$ cat config.mk
export PLATFORM = sky130hd
export DESIGN_NAME = apb_reg_slave
export DESIGN_NICKNAME = d
export VERILOG_FILES = /design/src/rtl/apb_reg_slave.sv
export SDC_FILE = /design/constraint.sdc
export NUM_CORES = 1
export LEC_CHECK = 0
export BUFFER_PORTS_ARGS = -buffer_cell sky130_fd_sc_hd__buf_2
export CORE_UTILIZATION = 50
export DETAILED_ROUTE_END_ITERATION = 10
export GPL_TIMING_DRIVEN = 0
export PLACE_DENSITY = 0.83
export REMOVE_ABC_BUFFERS = 1
export SYNTH_ARGS = -nofsm -noshare
export SYNTH_HDL_FRONTEND = slang
export SYNTH_SLANG_ARGS = --single-unit
$ cat constraint.sdc
create_clock -name apb_clk -period 2.8 [get_ports apb_clk]
set_input_delay 0.56 -clock apb_clk [delete_from_list [all_inputs] [get_ports apb_clk]]
set_output_delay 0.56 -clock apb_clk [all_outputs]
set_load 0.02 [all_outputs]
$ cat src/rtl/apb_reg_slave.sv
// APB register slave: RW control register bank plus read-only ID and transfer-count words.
// Latency: SETUP edge, then WAIT_CYC+1 ACCESS cycles, so WAIT_CYC=0 is the plain two-cycle APB transfer.
// Backpressure: pready_o is held low for WAIT_CYC ACCESS cycles; psel_i low in ACCESS abandons the transfer.
//
// Ports:
//   apb_clk, rst_n        clock and synchronous active-high reset (name kept, polarity is high)
//   psel_i .. pprot_i     APB requester side (pprot_i accepted but unused)
//   prdata_o, pready_o,   APB response, registered; prdata_o is non-zero only while
//   pslverr_o             pready_o is high on a successful read
//   reg_o                 current contents of the RW registers
//   wr_pulse_o            one-cycle pulse per register, the cycle after a committed write
module apb_reg_slave #(
  parameter int          APB_AW   = 11,
  parameter int          APB_DW   = 32,
  parameter int          REG_NUM  = 8,
  parameter int          WAIT_CYC = 0,
  parameter logic [31:0] RST_VAL  = 32'h0000_0000,
  parameter logic [31:0] ID_VAL   = 32'hA2B0_0001
) (
  input  logic                        apb_clk,
  input  logic                        rst_n,
  input  logic                        psel_i,
  input  logic                        penable_i,
  input  logic                        pwrite_i,
  input  logic [APB_AW-1:0]           paddr_i,
  input  logic [APB_DW-1:0]           pwdata_i,
  input  logic [3:0]                  pstrb_i,
  input  logic [3:0]                  pprot_i,
  output logic [APB_DW-1:0]           prdata_o,
  output logic                        pready_o,
  output logic                        pslverr_o,
  output logic [REG_NUM-1:0][31:0]    reg_o,
  output logic [REG_NUM-1:0]          wr_pulse_o
);

  localparam int IDX_W = APB_AW - 2;
  localparam logic [IDX_W-1:0] ID_IDX  = IDX_W'(8);
  localparam logic [IDX_W-1:0] CNT_IDX = IDX_W'(9);

  typedef enum logic {
    IDLE,
    ACCESS
  } state_t;

  state_t                   state;
  logic [3:0]               wait_cnt;
  logic [31:0]              xfer_cnt;
  logic [APB_AW-1:0]        addr_q;
  logic                     write_q;
  logic [APB_DW-1:0]        wdata_q;
  logic [3:0]               strb_q;
  logic [REG_NUM-1:0][31:0] regs;

  // Protection attribute carries no meaning for this block.
  logic unused_prot;
  assign unused_prot = ^pprot_i;

  assign reg_o = regs;

  // Decode works on the live bus while IDLE (so a zero-wait response can be
  // registered at the SETUP edge) and on the captured request during ACCESS,
  // which makes bus changes during wait cycles irrelevant.
  logic [APB_AW-1:0] dec_addr;
  logic              dec_write;
  logic [IDX_W-1:0]  dec_idx;
  logic              dec_is_reg;
  logic              dec_is_id;
  logic              dec_is_cnt;
  logic              dec_err;
  logic [31:0]       dec_rdata;

  always_comb begin
    dec_addr   = (state == IDLE) ? paddr_i  : addr_q;
    dec_write  = (state == IDLE) ? pwrite_i : write_q;
    dec_idx    = dec_addr[APB_AW-1:2];
    dec_is_reg = (dec_idx < IDX_W'(REG_NUM));
    dec_is_id  = (dec_idx == ID_IDX);
    dec_is_cnt = (dec_idx == CNT_IDX);
    dec_err    = (dec_addr[1:0] != 2'b00)
              || !(dec_is_reg || dec_is_id || dec_is_cnt)
              || (dec_write && (dec_is_id || dec_is_cnt));
    dec_rdata  = '0;
    if (!dec_write && !dec_err) begin
      if (dec_is_id) begin
        dec_rdata = ID_VAL;
      end else if (dec_is_cnt) begin
        // Counter value before this transfer's own increment.
        dec_rdata = xfer_cnt;
      end else begin
        for (int i = 0; i < REG_NUM; i++) begin
          if (dec_idx == IDX_W'(i)) begin
            dec_rdata = regs[i];
          end
        end
      end
    end
  end

  always_ff @(posedge apb_clk) begin
    if (rst_n) begin
      state      <= IDLE;
      wait_cnt   <= '0;
      xfer_cnt   <= '0;
      addr_q     <= '0;
      write_q    <= 1'b0;
      wdata_q    <= '0;
      strb_q     <= '0;
      pready_o   <= 1'b0;
      pslverr_o  <= 1'b0;
      prdata_o   <= '0;
      wr_pulse_o <= '0;
      for (int i = 0; i < REG_NUM; i++) begin
        regs[i] <= RST_VAL;
      end
    end else begin
      wr_pulse_o <= '0;
      case (state)
        IDLE: begin
          pready_o  <= 1'b0;
          pslverr_o <= 1'b0;
          prdata_o  <= '0;
          // penable_i without a preceding SETUP is simply not a SETUP.
          if (psel_i && !penable_i) begin
            addr_q   <= paddr_i;
            write_q  <= pwrite_i;
            wdata_q  <= pwdata_i;
            strb_q   <= pstrb_i;
            wait_cnt <= 4'(WAIT_CYC);
            state    <= ACCESS;
            if (WAIT_CYC == 0) begin
              pready_o  <= 1'b1;
              pslverr_o <= dec_err;
              prdata_o  <= dec_rdata;
            end
          end
        end

        ACCESS: begin
          if (!psel_i) begin
            // Abandoned transfer: no commit, counter untouched.
            state     <= IDLE;
            pready_o  <= 1'b0;
            pslverr_o <= 1'b0;
            prdata_o  <= '0;
          end else if (pready_o) begin
            if (penable_i) begin
              if (write_q && !dec_err) begin
                for (int i = 0; i < REG_NUM; i++) begin
                  if (addr_q[APB_AW-1:2] == IDX_W'(i)) begin
                    for (int k = 0; k < 4; k++) begin
                      if (strb_q[k]) begin
                        regs[i][8*k +: 8] <= wdata_q[8*k +: 8];
                      end
                    end
                    wr_pulse_o[i] <= 1'b1;
                  end
                end
              end
              xfer_cnt  <= xfer_cnt + 32'd1;
              state     <= IDLE;
              pready_o  <= 1'b0;
              pslverr_o <= 1'b0;
              prdata_o  <= '0;
            end
          end else begin
            // pready_o is registered, so the response is loaded on the
            // edge where the counter steps from 1 to 0.
            wait_cnt <= wait_cnt - 4'd1;
            if (wait_cnt == 4'd1) begin
              pready_o  <= 1'b1;
              pslverr_o <= dec_err;
              prdata_o  <= dec_rdata;
            end
          end
        end

        default: state <= IDLE;
      endcase
    end
  end

endmodule

* After elaboration in Yosys (flattened, before gate mapping) *
Cells that the tools add are included.
W data, S select, Z words.

storage, ports and cells
  register bits after elaboration = 383

cells by class
  add/subtract/negate cells = 2
  order comparisons = 1
  equality and inequality tests = 22
  multiplexer cells = 46
  bitwise gates (word level) = 5
  reduce and logical (&&, ||, !) cells = 53

operators with widths
  operator                 count
  $mux W32                 16
  $reduce_and A7 Y1        32
  $eq A9 B3 Y1 const B     8
  $pmux W32 S2             1
  $eq A9 B2 Y1 const B     4
  $add A32 B1 Y32 const B  1
  $mux W1                  21
  $eq A9 B1 Y1 const B     2
  $eq A9 B4 Y1 const B     2
  $logic_not A9 Y1         2
  $mux W4                  3
  $mux W11                 1
  $lt A9 B4 Y1 const B     1
  $pmux W4 S2              1
  $pmux W1 S2              3
  $reduce_or A6 Y1         1
  $logic_or A1 B1 Y1       5
  $not A1 Y1               5
  $eq A4 B1 Y1 const B     1
  $logic_and A1 B1 Y1      4
  $logic_not A1 Y1         4
  $ne A2 B2 Y1 const B     2
  $ne A4 B3 Y1 const B     1
  $ne A4 B4 Y1 const B     1
  other kinds (6)          7

* Depth between registers and ports, before layout *
  depth after elaboration = 17
  gate-level depth with buffers = 10

* Least setup slack after synthesis *
No wires, ideal clock.

  path kind = in2reg
  start = input port paddr_i[4]
  end = register prdata_o[12]
  library setup time = 0.087 ns
  arrival time = 2.213 ns
  slack = 0.500 ns
  stages on the path = 7
  cell sequence = or4b_2 and2_4 a21oi_2 buf_2 a22oi_1 and4_1 o31ai_1

on the way
  cells in the longest elaborated chain, start to end = 17

RTL lines
  item                   line  RTL
  start, declared        25    input logic [APB_AW-1:0] paddr_i,
  $mux W11 *             73    dec_addr = (state == IDLE) ? paddr_i : addr_q;
  $logic_not A9 Y1       91    if (dec_idx == IDX_W'(i)) begin
  $mux W32 (8 in a row)  91
  $mux W32               86    end else if (dec_is_cnt) begin
  $mux W32               84    if (dec_is_id) begin
  $mux W32 *             83    if (!dec_write && !dec_err) begin
  $mux W32               169   if (wait_cnt == 4'd1) begin
  $mux W32               145   end else if (pready_o) begin
  $mux W32               139   if (!psel_i) begin
  $pmux W32 S2 *         117   case (state)
  end signal, assigned   133   prdata_o <= dec_rdata;
  end signal, assigned   172   prdata_o <= dec_rdata;
  end, declared          29    output logic [APB_DW-1:0] prdata_o,

Every way passes the cells marked *; elsewhere a longest branch is shown, timed or not. The select of a mux whose other input is x is not followed.
A chain may end at the register's enable or synchronous reset.

* Worst setup path in the final report *
  start = register addr_q[3]
  end = register prdata_o[26]

on the way
  cells in the longest elaborated chain, start to end = 17

RTL lines
  item                    line  RTL
  start, declared         48    logic [APB_AW-1:0] addr_q;
  start signal, assigned  124   addr_q <= paddr_i;
  $mux W11 *              73
  $logic_not A9 Y1        91
  $mux W32 (8 in a row)   91
  $mux W32                86
  $mux W32                84
  $mux W32 *              83
  $mux W32                169
  $mux W32                145
  $mux W32                139
  $pmux W32 S2 *          117

Marked as above.

==> results.json <==
{
  "final_cells": 2884,
  "gp_congestion": 0.909,
  "cp.required_ns": 3.24,
  "min_path_type": "input port to flop",
  "yosys-top-cells-area": "dfxtp_1 (46%), nand2_1 (16%), a21oi_1 (10%)",
  "syn_inst": 2115,
  "total_power_w": 0.0116,
  "core_area_um2": 32500,
  "finalSetupViolCount": 1,
  "clock.fmax_mhz": 354,
  "min_path_cells": 3,
  "cts_sinks": 383,
  "cts_tree": "yes",
  "drc": 0,
  "area_growth_pct": 25.2,
  "status": "complete, but fails checks",
  "skew_ns": 0.0215,
  "max_stage_delay_ns": 0.75,
  "via_count": 18100,
  "cts_root_buf": "clkbuf_16",
  "setup_slack_ns": -0.0230,
  "synth_top_area_share_pct": 46.5,
  "ys_ff_latch": 383,
  "crit_path_end_kind": "flop",
  "dr.first_iter.drc_count": 2512,
  "numCtsBuffers": 40,
  "combPwrFrac_pct": 3.8,
  "crit_family": "compound AO/OA/AOI/OAI gates",
  "grt-ovfl-total": 0,
  "row_count": 66,
  "reg2regPathDepth": 5,
  "final_nets": 2471,
  "grt_antenna_before_repair": 1,
  "tightest_slew_ns": 1.09,
  "post-place-ws_ns": -1.26,
  "netlist_area_um2": 16500,
  "path_depth": 5,
  "grt_pass1_vias": 16700,
  "crit_path_start_kind": "flop",
  "first_pass_iters": 8,
  "internal_power_w": 0.00898,
  "drive_gt1_share_pct": 23.4,
  "synth_ff_type": "dfxtp_1",
  "switching_share_pct": 22.9,
  "pwr-share-clk_pct": 48.3,
  "cts_htree_levels": 2,
  "start_util_pct": 50.8,
  "hold_viol_final": 0,
  "crit_path_max_fanout": 15,
  "synth_edf_count": 0,
  "failed_checks": "negative setup slack",
  "placedCellCount": 2786,
  "synth-async-reset-ratio_pct": 0,
  "syn_area_per_cell_um2": 7.80,
  "grt_pass1_wl_um": 98200,
  "drt.antenna.violating_nets": 0,
  "io_pins": 354,
  "min_period_ns": 2.82,
  "fillers": 2732,
  "avgViaCountPerCell": 6.28,
  "clk_path_buf_depth": 3,
  "num_antenna_cells": 0,
  "timing.hold.ws_ns": 0.248,
  "wl_per_cell_um": 23.4,
  "path_cells": "and4_2, o21ai_1, a41oi_1, o221ai_1, a221oi_1",
  "postPlaceCellArea_um2": 18800,
  "regArea_um2": 7670,
  "stdcell_area_um2": 20600,
  "multi_input_area_um2": 8540,
  "worstPathArrival_ns": 3.27,
  "track_usage_pct": 38.6,
  "grt_max_degree": 161,
  "rsz0062_at_grt": "true",
  "seqPwrFrac_pct": 47.9,
  "power.switching_w": 0.00266,
  "relSlewSlack_pct": 27.1,
  "worst-path-buf-inv": 0,
  "routed_wirelength_um": 67500,
  "yosysTopAreaCell": "dfxtp_1",
  "powerDensity_nw_per_um2": 564,
  "synth.distinct_cells": 86,
  "clkLatencyLatePin_ns": 0.55,
  "die_w_um": 184,
  "ys_warn_count": 0,
  "cap_violations": 0,
  "portBuffers": 349,
  "p_leak_nw": 7.64,
  "ys_seq_area_share_pct": 46.5,
  "dieArea_um2": 33700,
  "cts.reportedPaths.clkPinSlew_ns": 0.06,
  "crit_type": "flop to flop",
  "timing.final.crit_share_pct": 101,
  "die-height_um": 184,
  "crit_slowest_cell": "dfxtp_1",
  "hpwlAfterDp_um": 45900,
  "finalMaxSlewViolations": 0,
  "ir_drop_mv": 0.434
}
-- final cells by class --
cell class / instances / area share (%)
multi-input combinational: 1573 / 41.4
sequential: 383 / 37.2
timing repair buffer: 394 / 11.7
clock buffer: 57 / 5.80
tap: 442 / 2.68
clock inverter: 15 / 0.976
inverter: 20 / 0.364
-- repair_timing --
action | 4_1_cts | 5_1_grt
setup endpoints to repair | 317 | 191
resized for setup | 20 | 37
hold buffers | 0 | 0
buffers inserted | 14 | 10
pin swaps | 7 | 2
cloned | 2 | 0
-- cell usage in the layout, fill, tap and decap left out, drive strengths merged, types with 13 or more instances in the layout --
cell	n
o211ai	22
a21o	14
nor3	13
a22o	25
nand2	703
nor2	93
clkbuf	57
nand3	21
a21oi	336
inv	21
dfxtp	383
o21ai	42
a222oi	18
buf	394
nand4	16
xor2	15
o221ai	15
and3	29
a22oi	48
-- metal layers --
metal / vias up / routed length (um) / global-route usage, %
met5: - / 13 / 0
met4: 2 / 4360 / 23.9
met3: 309 / 9690 / 10.9
met2: 1492 / 29700 / 59.9
met1: 8378 / 23700 / 47.2
li1: 7942 / - / -
-- tightest hold or removal path, delay by kind of cell --
family                 cells  cell delay, ns
and+or+nand+nor            1            0.04
buffers and inverters      1            0.09
AOI/OAI and AO/OA          1            0.05
-- flip-flops by register name (all words and copies together) (netlist names) --
signal	flops
addr_q	11
prdata_o	32
pready_o	1
pslverr_o	1
reg_o	256
state	1
strb_q	4
wait_cnt	4
wdata_q	32
wr_pulse_o	8
write_q	1
xfer_cnt	32
-- metrics by stage --
stage	utilization [%]	setup TNS (ns)
6_report	63.6	-0.0230
5_1_grt	63.6	-0.145
4_1_cts	62.8	0
3_5_place_dp	57.8	-194.79
3_3_place_gp	56.1	-1151.28
2_1_floorplan	-	-49.25
-- path summary, 6_finish.rpt --
check / from / to / slack (ns)
worst max-delay path: addr_q[3]$_SDFFE_PP0P_ / prdata_o[26]$_SDFFE_PP0P_ / -0.02
worst min-delay path: pwdata_i[20] / wdata_q[20]$_SDFFE_PP0P_ / 0.25
worst max register to register: addr_q[3]$_SDFFE_PP0P_ / prdata_o[26]$_SDFFE_PP0P_ / -0.02
worst min register to register: addr_q[1]$_SDFFE_PP0P_ / addr_q[1]$_SDFFE_PP0P_ / 0.46
-- kinds of logic after synthesis --
family                   synth area share [%]
AND/OR/NAND/NOR                          24.7
AO/OA/AOI/OAI                            23.1
flip-flops                               46.5
buffers and inverters                    4.01
XOR/XNOR                                 1.38
adder cells (fa/ha/maj)                 0.228
multiplexers                            0.129
-- power by group through the flow --
stage	Sequential (W)	Combinational, W	Clock, W
floorplan	0.00566	0.000168	0
global placement	0.00568	0.000378	0
detailed placement	0.00569	0.000415	0
CTS	0.00557	0.000424	0.00561
global route	0.00558	0.000467	0.00585
finish	0.00557	0.000444	0.00563
-- cell usage after synthesis (4+ instances only) --
cell	n
a221oi_2	6
dfxtp_1	383
xor2_1	15
a21oi_1	333
clkbuf_1	112
a222oi_1	18
or2_2	6
a21o_1	14
nand4_1	13
buf_2	21
o22ai_1	9
inv_1	20
and3_1	29
o21ai_1	15
nand3_1	21
buf_4	4
nor2_2	9
a22o_1	25
nand2_1	702
a211oi_1	5
nor3_1	11
xnor2_1	11
or3_1	11
o22a_1	9
and4_1	9
a31o_2	7
o221ai_1	15
o21ai_0	25
nor2_4	4
a22oi_1	48
nor4_1	7
nor2_1	80
o31ai_1	8
o211ai_1	22
nand2b_1	4
o21a_1	4
Note: power is estimated with default switching activity, not from simulation.
